File: src/rtl/rpn_alu_sequencer.sv
// Drives one stack-based ALU from a stream of postfix tokens and returns one result per expression.
// Optional build macro RPN_OVF_ABORT_EN: an ALU overflow abandons the expression instead of warning.
module rpn_alu_sequencer #(
    parameter int WIDTH = 32,
    parameter int DEPTH = 512
) (
    input  logic                         clk,
    input  logic                         rst,
    input  logic                         tok_valid,
    output logic                         tok_ready,
    input  logic [1:0]                   tok_type,
    input  logic [WIDTH-1:0]             tok_value,
    output logic                         res_valid,
    input  logic                         res_ready,
    output logic [WIDTH-1:0]             res_data,
    output logic [2:0]                   res_err,
    output logic [WIDTH-1:0]             alu_data_in,
    output logic [2:0]                   alu_opcode,
    input  logic [WIDTH-1:0]             alu_data_out,
    input  logic                         alu_overflow,
    output logic [2:0]                   dbg_state,
    output logic [$clog2(DEPTH+1)-1:0]   dbg_depth
);
    // Handshakes: a token moves on a clock edge where tok_valid && tok_ready, a result
    // on an edge where res_valid && res_ready; ready never waits on valid.
    localparam int DW = $clog2(DEPTH + 1);
    localparam logic [DW-1:0] DEPTH_MAX = DW'(DEPTH);

    localparam logic [1:0] T_NUM = 2'b00, T_ADD = 2'b01, T_MUL = 2'b10;
    localparam logic [2:0] OP_NOP = 3'b000, OP_ADD = 3'b100, OP_MUL = 3'b101,
                           OP_PUSH = 3'b110, OP_POP = 3'b111;

    typedef enum logic [2:0] {
        S_ACCEPT  = 3'd0,
        S_OPW     = 3'd1,
        S_POP2    = 3'd2,
        S_PSH     = 3'd3,
        S_FINW    = 3'd4,
        S_DRAIN   = 3'd5,
        S_DISCARD = 3'd6,
        S_DONE    = 3'd7
    } state_t;

    state_t           state, state_n;
    logic [DW-1:0]    depth, depth_n;
    logic [WIDTH-1:0] tmp, tmp_n;
    logic [WIDTH-1:0] res_q, res_n;
    logic [2:0]       err_q, err_n;
    logic             end_seen, end_seen_n;
    logic [2:0]       op_c;
    logic [WIDTH-1:0] din_c;
    logic             trdy_c;

    always_ff @(posedge clk) begin
        if (rst) begin
            state    <= S_ACCEPT;
            depth    <= '0;
            tmp      <= '0;
            res_q    <= '0;
            err_q    <= '0;
            end_seen <= 1'b0;
        end else begin
            state    <= state_n;
            depth    <= depth_n;
            tmp      <= tmp_n;
            res_q    <= res_n;
            err_q    <= err_n;
            end_seen <= end_seen_n;
        end
    end

    always_comb begin
        state_n    = state;
        depth_n    = depth;
        tmp_n      = tmp;
        res_n      = res_q;
        err_n      = err_q;
        end_seen_n = end_seen;
        op_c       = OP_NOP;
        din_c      = '0;
        trdy_c     = 1'b0;
        case (state)
            S_ACCEPT: begin
                trdy_c = 1'b1;
                if (tok_valid) begin
                    case (tok_type)
                        T_NUM: begin
                            if (depth < DEPTH_MAX) begin
                                op_c    = OP_PUSH;
                                din_c   = tok_value;
                                depth_n = depth + DW'(1);
                            end else begin
                                err_n[1] = 1'b1;
                                state_n  = S_DRAIN;
                            end
                        end
                        T_ADD, T_MUL: begin
                            if (depth >= DW'(2)) begin
                                op_c    = (tok_type == T_ADD) ? OP_ADD : OP_MUL;
                                state_n = S_OPW;
                            end else begin
                                err_n[0] = 1'b1;
                                state_n  = S_DRAIN;
                            end
                        end
                        default: begin
                            if (depth == DW'(1)) begin
                                op_c    = OP_POP;
                                state_n = S_FINW;
                            end else begin
                                err_n[0]   = 1'b1;
                                end_seen_n = 1'b1;
                                state_n    = S_DRAIN;
                            end
                        end
                    endcase
                end
            end
            S_OPW: begin
                // Operands stay on the ALU stack until both POPs; the result rides in tmp.
                tmp_n    = alu_data_out;
                err_n[2] = err_q[2] | alu_overflow;
`ifdef RPN_OVF_ABORT_EN
                if (alu_overflow) begin
                    state_n = S_DRAIN;
                end else begin
                    op_c    = OP_POP;
                    state_n = S_POP2;
                end
`else
                op_c    = OP_POP;
                state_n = S_POP2;
`endif
            end
            S_POP2: begin
                op_c    = OP_POP;
                state_n = S_PSH;
            end
            S_PSH: begin
                op_c    = OP_PUSH;
                din_c   = tmp;
                depth_n = depth - DW'(1);
                state_n = S_ACCEPT;
            end
            S_FINW: begin
                res_n   = alu_data_out;
                depth_n = '0;
                state_n = S_DONE;
            end
            S_DRAIN: begin
                if (depth != '0) begin
                    op_c    = OP_POP;
                    depth_n = depth - DW'(1);
                end else begin
                    state_n = end_seen ? S_DONE : S_DISCARD;
                end
            end
            S_DISCARD: begin
                trdy_c = 1'b1;
                if (tok_valid && (tok_type == 2'b11)) state_n = S_DONE;
            end
            S_DONE: begin
                if (res_ready) begin
                    res_n      = '0;
                    err_n      = '0;
                    end_seen_n = 1'b0;
                    state_n    = S_ACCEPT;
                end
            end
            default: state_n = S_ACCEPT;
        endcase
    end

    assign tok_ready   = trdy_c & ~rst;
    assign alu_opcode  = rst ? OP_NOP : op_c;
    assign alu_data_in = rst ? '0 : din_c;
    assign res_valid   = (state == S_DONE) & ~rst;
    assign res_data    = res_q;
    assign res_err     = err_q;
    assign dbg_state   = state;
    assign dbg_depth   = depth;
endmodule

File: config.mk
export PLATFORM = sky130hd
export DESIGN_NAME = rpn_alu_sequencer
export DESIGN_NICKNAME = d
export VERILOG_FILES = /design/src/rtl/rpn_alu_sequencer.sv
export SDC_FILE = /design/constraint.sdc
export NUM_CORES = 1
export LEC_CHECK = 0
export CAP_MARGIN = 10
export CORE_MARGIN = 5
export CORE_UTILIZATION = 32
export DETAILED_ROUTE_END_ITERATION = 8
export RECOVER_POWER = 100
export SYNTH_ARGS = -nofsm -noshare
export SYNTH_HDL_FRONTEND = slang
export SYNTH_SLANG_ARGS = --single-unit
File: constraint.sdc
create_clock -name clk -period 4.8 [get_ports clk]
set_clock_uncertainty 0.2 [all_clocks]
set_input_delay 0.72 -clock clk [delete_from_list [all_inputs] [get_ports clk]]
set_output_delay 0.72 -clock clk [all_outputs]
set_load 0.01 [all_outputs]
# --- Word level (Yosys, flattened, before mapping) ---
# Cells that the tools add are included.
totals:
  reg_bits: 81
  latch_bits: 0
  ram_bits: 0
  mem_bits_ro: 0
  out_inout_bits: 85
  memories: 0
op_classes:
  addsub: 2
  multipliers: 0
  div_mod_pow: 0
  magnitude_cmp: 2
  eq_ne: 25
  n_shift: 0
  mux: 44
  bitwise: 4
  n_reduce_logical: 19
op_table:
  columns: ["cell", "n"]
  rows:
  - ["32-bit 2-to-1 mux", 5]
  - ["32-bit one-hot mux with 2 select lines", 2]
  - ["10-bit 2-to-1 mux", 4]
  - ["10-bit one-hot mux with 4 select lines", 1]
  - ["3-bit 2-to-1 mux", 12]
  - ["3-bit one-hot mux with 8 select lines", 1]
  - ["2-bit != test (second input constant)", 10]
  - ["5-bit AND reduction", 4]
  - ["3-bit equality test (second input constant)", 4]
  - ["3-bit one-hot mux with 2 select lines", 2]
  - ["3-bit one-hot mux with 4 select lines", 1]
  - ["1-bit 2-to-1 mux", 11]
  - ["10-bit by 1-bit adder with 10-bit output (second input constant)", 1]
  - ["10-bit by 1-bit equality test with 1-bit output (second input constant)", 1]
  - ["10-bit by 2-bit >= comparator with 1-bit output (second input constant)", 1]
  - ["10-bit less-than comparator (second input constant)", 1]
  - ["10-bit nonzero test", 1]
  - ["10-bit by 1-bit subtractor with 10-bit output (second input constant)", 1]
  - ["3-bit by 2-bit equality test with 1-bit output (second input constant)", 2]
  - ["3-bit != test (second input constant)", 2]
  - ["1-bit one-hot mux with 2 select lines", 3]
  - ["6-bit AND reduction", 1]
  - ["2-bit nonzero test", 3]
  - ["2-bit OR reduction", 3]
  - ["16 further kinds", 19]

# --- Depth between registers and ports, before layout ---
# Gate-level depths: netlist (run 1).
depth:
  ltp_word: 7
  mapped_depth: 7

# --- Worst setup path after synthesis (run 1) ---
# No wires, ideal clock.
synth_path:
  kind: "input -> output"
  start: "input tok_valid"
  end: "output alu_opcode[0]"
  arrival_time_ns: 1.901
  t_required_ns: 3.880
  slack_ns: 1.979
  cell_stages: 3
  cell_sequence: "or4b_4 -> or4_1 -> o22ai_1"
synth_via:
  elab_chain_len: 3
synth_lines:
  columns: ["item", "line_no", "source"]
  rows:
  - ["start, declared", "9", "input logic tok_valid,"]
  - ["3-bit 2-to-1 mux", "85", "if (tok_valid) begin"]
  - ["3-bit one-hot mux with 4 select lines", "82", "case (state)"]
  - ["3-bit 2-to-1 mux", "175", "assign alu_opcode = rst ? OP_NOP : op_c;"]
  - ["end, declared", "18", "output logic [2:0] alu_opcode,"]
# Every way passes these cells.

# --- Worst setup path in the final report (run 1) ---
layout_path:
  start: "input tok_valid"
  end: "output alu_data_in[31]"
layout_via:
  elab_chain_len: 3
layout_lines:
  columns: ["item", "line_no", "source"]
  rows:
  - ["32-bit 2-to-1 mux", "85", null]
  - ["32-bit one-hot mux with 2 select lines", "82", null]
  - ["32-bit 2-to-1 mux", "176", "assign alu_data_in = rst ? '0 : din_c;"]
  - ["end, declared", "17", "output logic [WIDTH-1:0] alu_data_in,"]
# Every way passes these cells.

==> run metrics, run 1 <==
outcome=finished, violations left; failing checks=capacitance limit, slew limit; worst hold endpoint=res_err[0]$_SDFFE_PP0P_; number of diodes=0; initial antenna violation count=0; CTS Root Cell=clkbuf_16; leading area contributor after synthesis=dfxtp_1; Worst slew margin=-0.0776; WL final=13900 microns; Setup Buffers After CTS=0; worst hold path type=register to register; chip width=122 microns; DRC=0; Top FF cell, synth=dfxtp_1; CTS Buf Count=9; min-delay src=res_err[0]$_SDFFE_PP0P_; detailed-route vias per instance=5.27; Fillers=1207; Crit. End Element=output port; final setup fails=0; vias=4329; Max Clk Rate=0.226 GHz; post-layout min period=4.42 ns; #FFs+latches synth=81; TNS Setup=0 ns; Pins Over Slew Limit=67; RSZ-0062 raised after global routing=false; Netlist cell types=56; CP bufs+invs=3; final hold slack=0.240 ns; Reg clk slew, reported paths=0.06 ns; core area=0.0121 sq mm; Port Buffers=155; Mean Syn Cell Area=7.72 sq um; required time of the critical path=3.88 ns; Leak=2.33 nW; most common cell in the netlist=nor2_1; top cell type's share of synthesized area=0.406; r2r setup slk=1.38 ns; area occupied by registers=0.00162 sq mm; P per Cell Area=496 mW/mm^2; # H-tree levels=3; top post-synthesis cells by area=dfxtp_1 41%, a22oi_1 12%, nor2_1 7.9%, nand2_1 6.9%, a21oi_1 6.4%; Cell Area, Synth=0.00399 sq mm; sequential area share after synthesis=0.406; DP Wirelength=9760 microns; final global-route overflow total=0; Most Frequent Cell on Critical Path=dlygate4sd3_1; Arrival @ worst endpoint=3.50 ns; ordered list of cells on the worst path=dlygate4sd3_1 > or4b_1 > nor2_4 > buf_4 > a22oi_1 > nor2_1 > dlygate4sd3_1; Starting Density=0.330; first-pass detailed-route iteration total=4; Final Wtd Congestion=0.870; EDFF count, synth=0; Top delay family on crit path=buffers and inverters; max incr delay on CP=0.67 ns; Top Ports=156; Total GRT Usage=0.185; Final ANT Viol Nets=0; yosys warns=0; DR WL/cell=16.9 microns; Rows=40; worst hold stages=2; Max Cap Viol=2; Worst R2R End=tmp[5]$_SDFFE_PP0P_; die height=122 microns; Worst path slowest cell=dlygate4sd3_1; CP Max Fanout=20; Worst-Margin Slew=1.62 ns; CP Class=primary input to output port; R2R cell count=6; die area=0.0148 sq mm; nets=730; Area Overhead vs Synth=48.6%; reg2reg start=dbg_state[0]$_SDFFE_PP0P_; multi-input logic area=0.00215 sq mm; first-pass GRT wire length=22200 microns; vias in the first global route=4241; Hold Vio Cnt, Final=0; # resized after CTS=0; period utilisation layout=0.921; VDD IR max=0.000172 V; DRT iter0 DRCs=268; CTS tree=done; hold-fix buffers at CTS=0; post-synth net total=596; clock sink count=81; synth cell count leaders=84 x nor2_1, 81 x dfxtp_1, 73 x nand2_1; async set-reset flop share out of synthesis=0; Startpoint Class=primary input; Synth Instances=517; layout cell share with drive strength beyond 1=0.0382; maximum number of pins on one net before global-route repair=79; clk buf depth=2; Skew-Pair Late Insertion Delay=0.33 ns
registers in the layout (all words and copies together), names as in the netlist:
| signal | count |
|---|---|
| res_err | 3 |
| dbg_state | 3 |
| tmp | 32 |
| end_seen | 1 |
| res_data | 32 |
| dbg_depth | 10 |
final cells by class:
| cell class | count | share of cell area |
|---|---|---|
| repair buffers | 166 | 0.271 |
| flip-flops and latches | 81 | 0.273 |
| clock buffers | 9 | 0.0380 |
| well taps | 168 | 0.0354 |
| clock inverters | 5 | 0.0137 |
| multi-input cells | 384 | 0.362 |
| inverters | 9 | 0.00570 |
stage by stage:
| stage | worst slack [ns] | util | power [mW] | instances | cell area, sq um |
|---|---|---|---|---|---|
| after floorplan | 1.98 | - | 1.74 | 517 | 3990 |
| after global placement | 0.599 | 0.467 | 2.28 | 808 | 5660 |
| after detailed placement | 0.562 | 0.467 | 2.29 | 808 | 5660 |
| after CTS | 0.556 | 0.493 | 3.03 | 822 | 5970 |
| after global routing | 0.225 | 0.490 | 3.15 | 822 | 5930 |
| final | 0.378 | 0.490 | 2.94 | 822 | 5930 |
worst min-delay path: cells and delay by family (launching register included):
| family | cells | cell delay (ns) |
|---|---|---|
| AO/OA/AOI/OAI | 1 | 0.05 |
| buffers and inverters | 1 | 0.04 |
| flip-flops | 1 | 0.30 |
report_power, final:
group | internal, mW | total, mW | switching (mW)
combinational | 0.515 | 1.29 | 0.771
clock | 0.451 | 0.726 | 0.275
sequential | 0.820 | 0.929 | 0.108
total | 1.79 | 2.94 | 1.15
routing by layer:
metal  global-route usage  vias up  part of all wire
met3               0.0650       21             0.079
met4               0.0539        0             0.015
met5                    0        -                 0
li1                     -     2129                 -
met2                0.292      144              0.45
met1                0.239     2035              0.45
cells by family (layout without fill, tap and decap cells):
logic type	after synthesis	count (layout)	share of synthesized area
muxes	2	2	0.00502
xor gates and xnor gates	1	1	0.00408
AOI/OAI and AO/OA	166	166	0.277
and+or+nand+nor	207	207	0.228
adders and majority gates	8	8	0.0251
DFF	81	81	0.406
buffers and inverters	52	189	0.0549
placed cells by master, fill, tap and decap left out, drive strengths merged, types with 2 or more instances in the layout:
cell           netlist  layout
o22ai                6       6
nor3                10      10
inv                  9      10
a32oi                2       2
or3                  5       5
or4                  3       3
nand2b               2       2
nor4                 3       3
nand4                2       2
a21oi               52      52
nor2                85      85
nor3b                2       2
a311oi               4       4
nand3                9       9
a31oi                2       2
nand2               73      73
a2111oi              2       2
buf                  8       6
clkbuf              35      15
o32ai                2       2
o21bai               2       2
a211oi               3       3
a41o                 2       2
clkdlybuf4s50        0      74
a22oi               64      64
bufinv               0       2
dfxtp               81      81
and3                 5       5
ha                   8       8
o21ai               13      13
dlygate4sd3          0      80
o211ai               2       2
mux2i                2       2
how the worst max path moves through the flow:
stage                         startpoint         endpoint  slack (ns)  cells past startpoint
2_1_floorplan                  tok_valid    alu_opcode[0]        1.98                      3
3_3_place_gp                   tok_valid  alu_data_in[20]        0.60                      7
3_5_place_dp                   tok_valid  alu_data_in[31]        0.56                      7
4_1_cts                        tok_valid  alu_data_in[31]        0.56                      7
5_1_grt        dbg_state[1]$_SDFFE_PP0P_   alu_data_in[9]        0.22                      6
6_report                       tok_valid  alu_data_in[31]        0.38                      7
No activity file was read; power rests on OpenSTA's default activity.
==> inputs of run 2 (changes only) <==
--- a/config.mk
+++ b/config.mk
@@ -8,8 +8,11 @@
 export CAP_MARGIN = 10
 export CORE_MARGIN = 5
 export CORE_UTILIZATION = 32
+export CTS_BUF_LIST = sky130_fd_sc_hd__clkbuf_8
 export DETAILED_ROUTE_END_ITERATION = 8
+export GPL_TIMING_DRIVEN = 1
 export RECOVER_POWER = 100
+export SLEW_MARGIN = 20
 export SYNTH_ARGS = -nofsm -noshare
 export SYNTH_HDL_FRONTEND = slang
 export SYNTH_SLANG_ARGS = --single-unit
==> run metrics, run 2 (same netlist as run 1, synthesis figures left out) <==
outcome=finished, violations left (unchanged); failing checks=capacitance limit, slew limit (unchanged); Hold Vio Cnt, Final=0 (unchanged); Pins Over Slew Limit=67 (unchanged); nets=730 (unchanged); WP depth=7 (unchanged); ordered list of cells on the worst path=dlygate4sd3_1 > or4b_1 > nor2_4 > buf_4 > a22oi_1 > nor2_1 > dlygate4sd3_1 (unchanged); DRC=0 (unchanged); period utilisation layout=0.915 (was 0.921); r2r setup slk=1.39 ns (was 1.38 ns); DR WL/cell=16.8 microns (was 16.9 microns); core area=0.0121 sq mm (unchanged); number of diodes=0 (unchanged); CTS tree=done (unchanged); clock sink count=81 (unchanged); TNS Setup=0 ns (unchanged); layout cell share with drive strength beyond 1=0.0398 (was 0.0382); internal power=1.63 mW (was 1.79 mW); Arrival @ worst endpoint=3.47 ns (was 3.50 ns); die area=0.0148 sq mm (unchanged); CP Class=primary input to output port (unchanged); Clock Power Share=0.197 (was 0.247); Final ANT Viol Nets=0 (unchanged); VDD IR max=0.000182 V (was 0.000172 V); WL final=13800 microns (was 13900 microns); Leak=2.29 nW (was 2.33 nW); worst setup path end=alu_data_in[31] (unchanged); RSZ-0062 raised after global routing=false (unchanged); Worst slew margin=-0.0565 (was -0.0776); most frequent cells in the layout=84 x nor2_1, 81 x dfxtp_1, 80 x dlygate4sd3_1 (unchanged); DP Wirelength=9760 microns (unchanged); final global-route overflow total=0 (unchanged); Crit. End Element=output port (unchanged); initial antenna violation count=0 (unchanged); Worst-Margin Slew=1.58 ns (was 1.62 ns); first-pass detailed-route iteration total=6 (was 4); max incr delay on CP=0.67 ns (about the same); maximum number of pins on one net before global-route repair=79 (unchanged); Max Cap Viol=2 (unchanged); fin cells=822 (unchanged); Setup Buffers After CTS=0 (unchanged); CP bufs+invs=3 (unchanged); Top Ports=156 (unchanged); post-layout min period=4.39 ns (was 4.42 ns); Reg clk slew, reported paths=0.08 ns (was 0.06 ns); Sw Pwr=1.13 mW (was 1.15 mW); CP startpoint=tok_valid (unchanged); final setup margin=0.407 ns (was 0.378 ns); commonest non-fill, non-tap cell in the layout=nor2_1 (unchanged); vias=4343 (was 4329); Post-DP Area=0.00566 sq mm (unchanged); CTS Root Cell=clkbuf_8 (was clkbuf_16); Reg power frac=0.336 (was 0.316); Skew-Pair Late Insertion Delay=0.36 ns (was 0.33 ns); Area Overhead vs Synth=46.1% (was 48.6%); clk buf depth=2 (unchanged); Sw Ratio=0.410 (was 0.393); P per Cell Area=472 mW/mm^2 (was 496 mW/mm^2); die height=122 microns (unchanged); required time of the critical path=3.88 ns (about the same); detailed-route vias per instance=5.28 (was 5.27); CP Max Fanout=20 (unchanged); Starting Density=0.330 (unchanged); Startpoint Class=primary input (unchanged); Tot Pwr=2.75 mW (was 2.94 mW); chip width=122 microns (unchanged); vias in the first global route=4223 (was 4241); Most Frequent Cell on Critical Path=dlygate4sd3_1 (unchanged); # resized after CTS=0 (unchanged); Port Buffers=155 (unchanged); R2R cell count=6 (unchanged); Final Wtd Congestion=0.870 (unchanged); design area=0.00583 sq mm (was 0.00593 sq mm); hold-fix buffers at CTS=0 (unchanged); Worst path slowest cell=dlygate4sd3_1 (unchanged); final setup fails=0 (unchanged); CTS Buf Count=9 (unchanged); combinational power share=0.466 (was 0.437); Top delay family on crit path=buffers and inverters (unchanged); Rows=40 (unchanged); reg2reg start=dbg_state[0]$_SDFFE_PP0P_ (unchanged); Total GRT Usage=0.186 (was 0.185); Placed Cells=808 (unchanged); Max Clk Rate=0.228 GHz (was 0.226 GHz); pre-CTS setup slack=0.562 ns (unchanged); DRT iter0 DRCs=284 (was 268); # H-tree levels=3 (unchanged); first-pass GRT wire length=22200 microns (about the same); worst hold path type=register to register (unchanged); Worst R2R End=tmp[5]$_SDFFE_PP0P_ (unchanged)
==> run 2: cell types whose count changed in the layout (fill, tap and decap cells not counted) <==
cell / previous run / this run
clkbuf_16: 9 / 0
clkbuf_8: 0 / 9
buf_4: 6 / 7
clkbuf_1: 6 / 5
==> run 2: worst min-delay path by stage <==
stage	from	slack [ns]	endpoint	cells after the start
2_1_floorplan	end_seen$_SDFFE_PP0P_	0.23	end_seen$_SDFFE_PP0P_	2
3_3_place_gp	res_err[0]$_SDFFE_PP0P_	0.24	res_err[0]$_SDFFE_PP0P_	2
3_5_place_dp	res_err[0]$_SDFFE_PP0P_	0.24	res_err[0]$_SDFFE_PP0P_	2
4_1_cts	res_err[0]$_SDFFE_PP0P_	0.25	res_err[0]$_SDFFE_PP0P_	2
5_1_grt	tmp[8]$_SDFFE_PP0P_	0.28	tmp[8]$_SDFFE_PP0P_	2
6_report	res_err[0]$_SDFFE_PP0P_	0.24	res_err[0]$_SDFFE_PP0P_	2
==> run 2: power groups by stage <==
stage	registers [mW]	clock network (mW)	logic [mW]
after CTS	0.931	0.564	1.35
after global routing	0.949	0.592	1.43
after global placement	0.942	0	1.33
after floorplan	0.957	0	0.787
after detailed placement	0.944	0	1.34
final	0.926	0.544	1.28
==> run 2: final cells by class <==
class	instances	area, sq um
clock buffers	9	124
well taps	168	210
flip-flops and latches	81	1620
inverters	9	33.8
fillers	1222	6280
multi-input cells	384	2150
clock inverters	5	81.3
repair buffers	166	1610
==> run 2: stage by stage <==
step	utilization	hold WS [ns]
2_1_floorplan	-	0.232
3_3_place_gp	0.467	0.239
3_5_place_dp	0.467	0.237
4_1_cts	0.484	0.250
5_1_grt	0.482	0.277
6_report	0.482	0.244
==> run 2: per-layer routing <==
metal / vias up / share of wire / global-route usage
li1: 2127 / - / -
met1: 2027 / 0.44 / 0.239
met2: 169 / 0.45 / 0.292
met3: 20 / 0.086 / 0.0747
met4: 0 / 0.016 / 0.0455
met5: - / 0 / 0
==> run 2: worst min-delay path, cell delays in order, from the launching register on <==
cell     delay (ns)
dfxtp_1        0.31
inv_1          0.04
a21oi_1        0.05
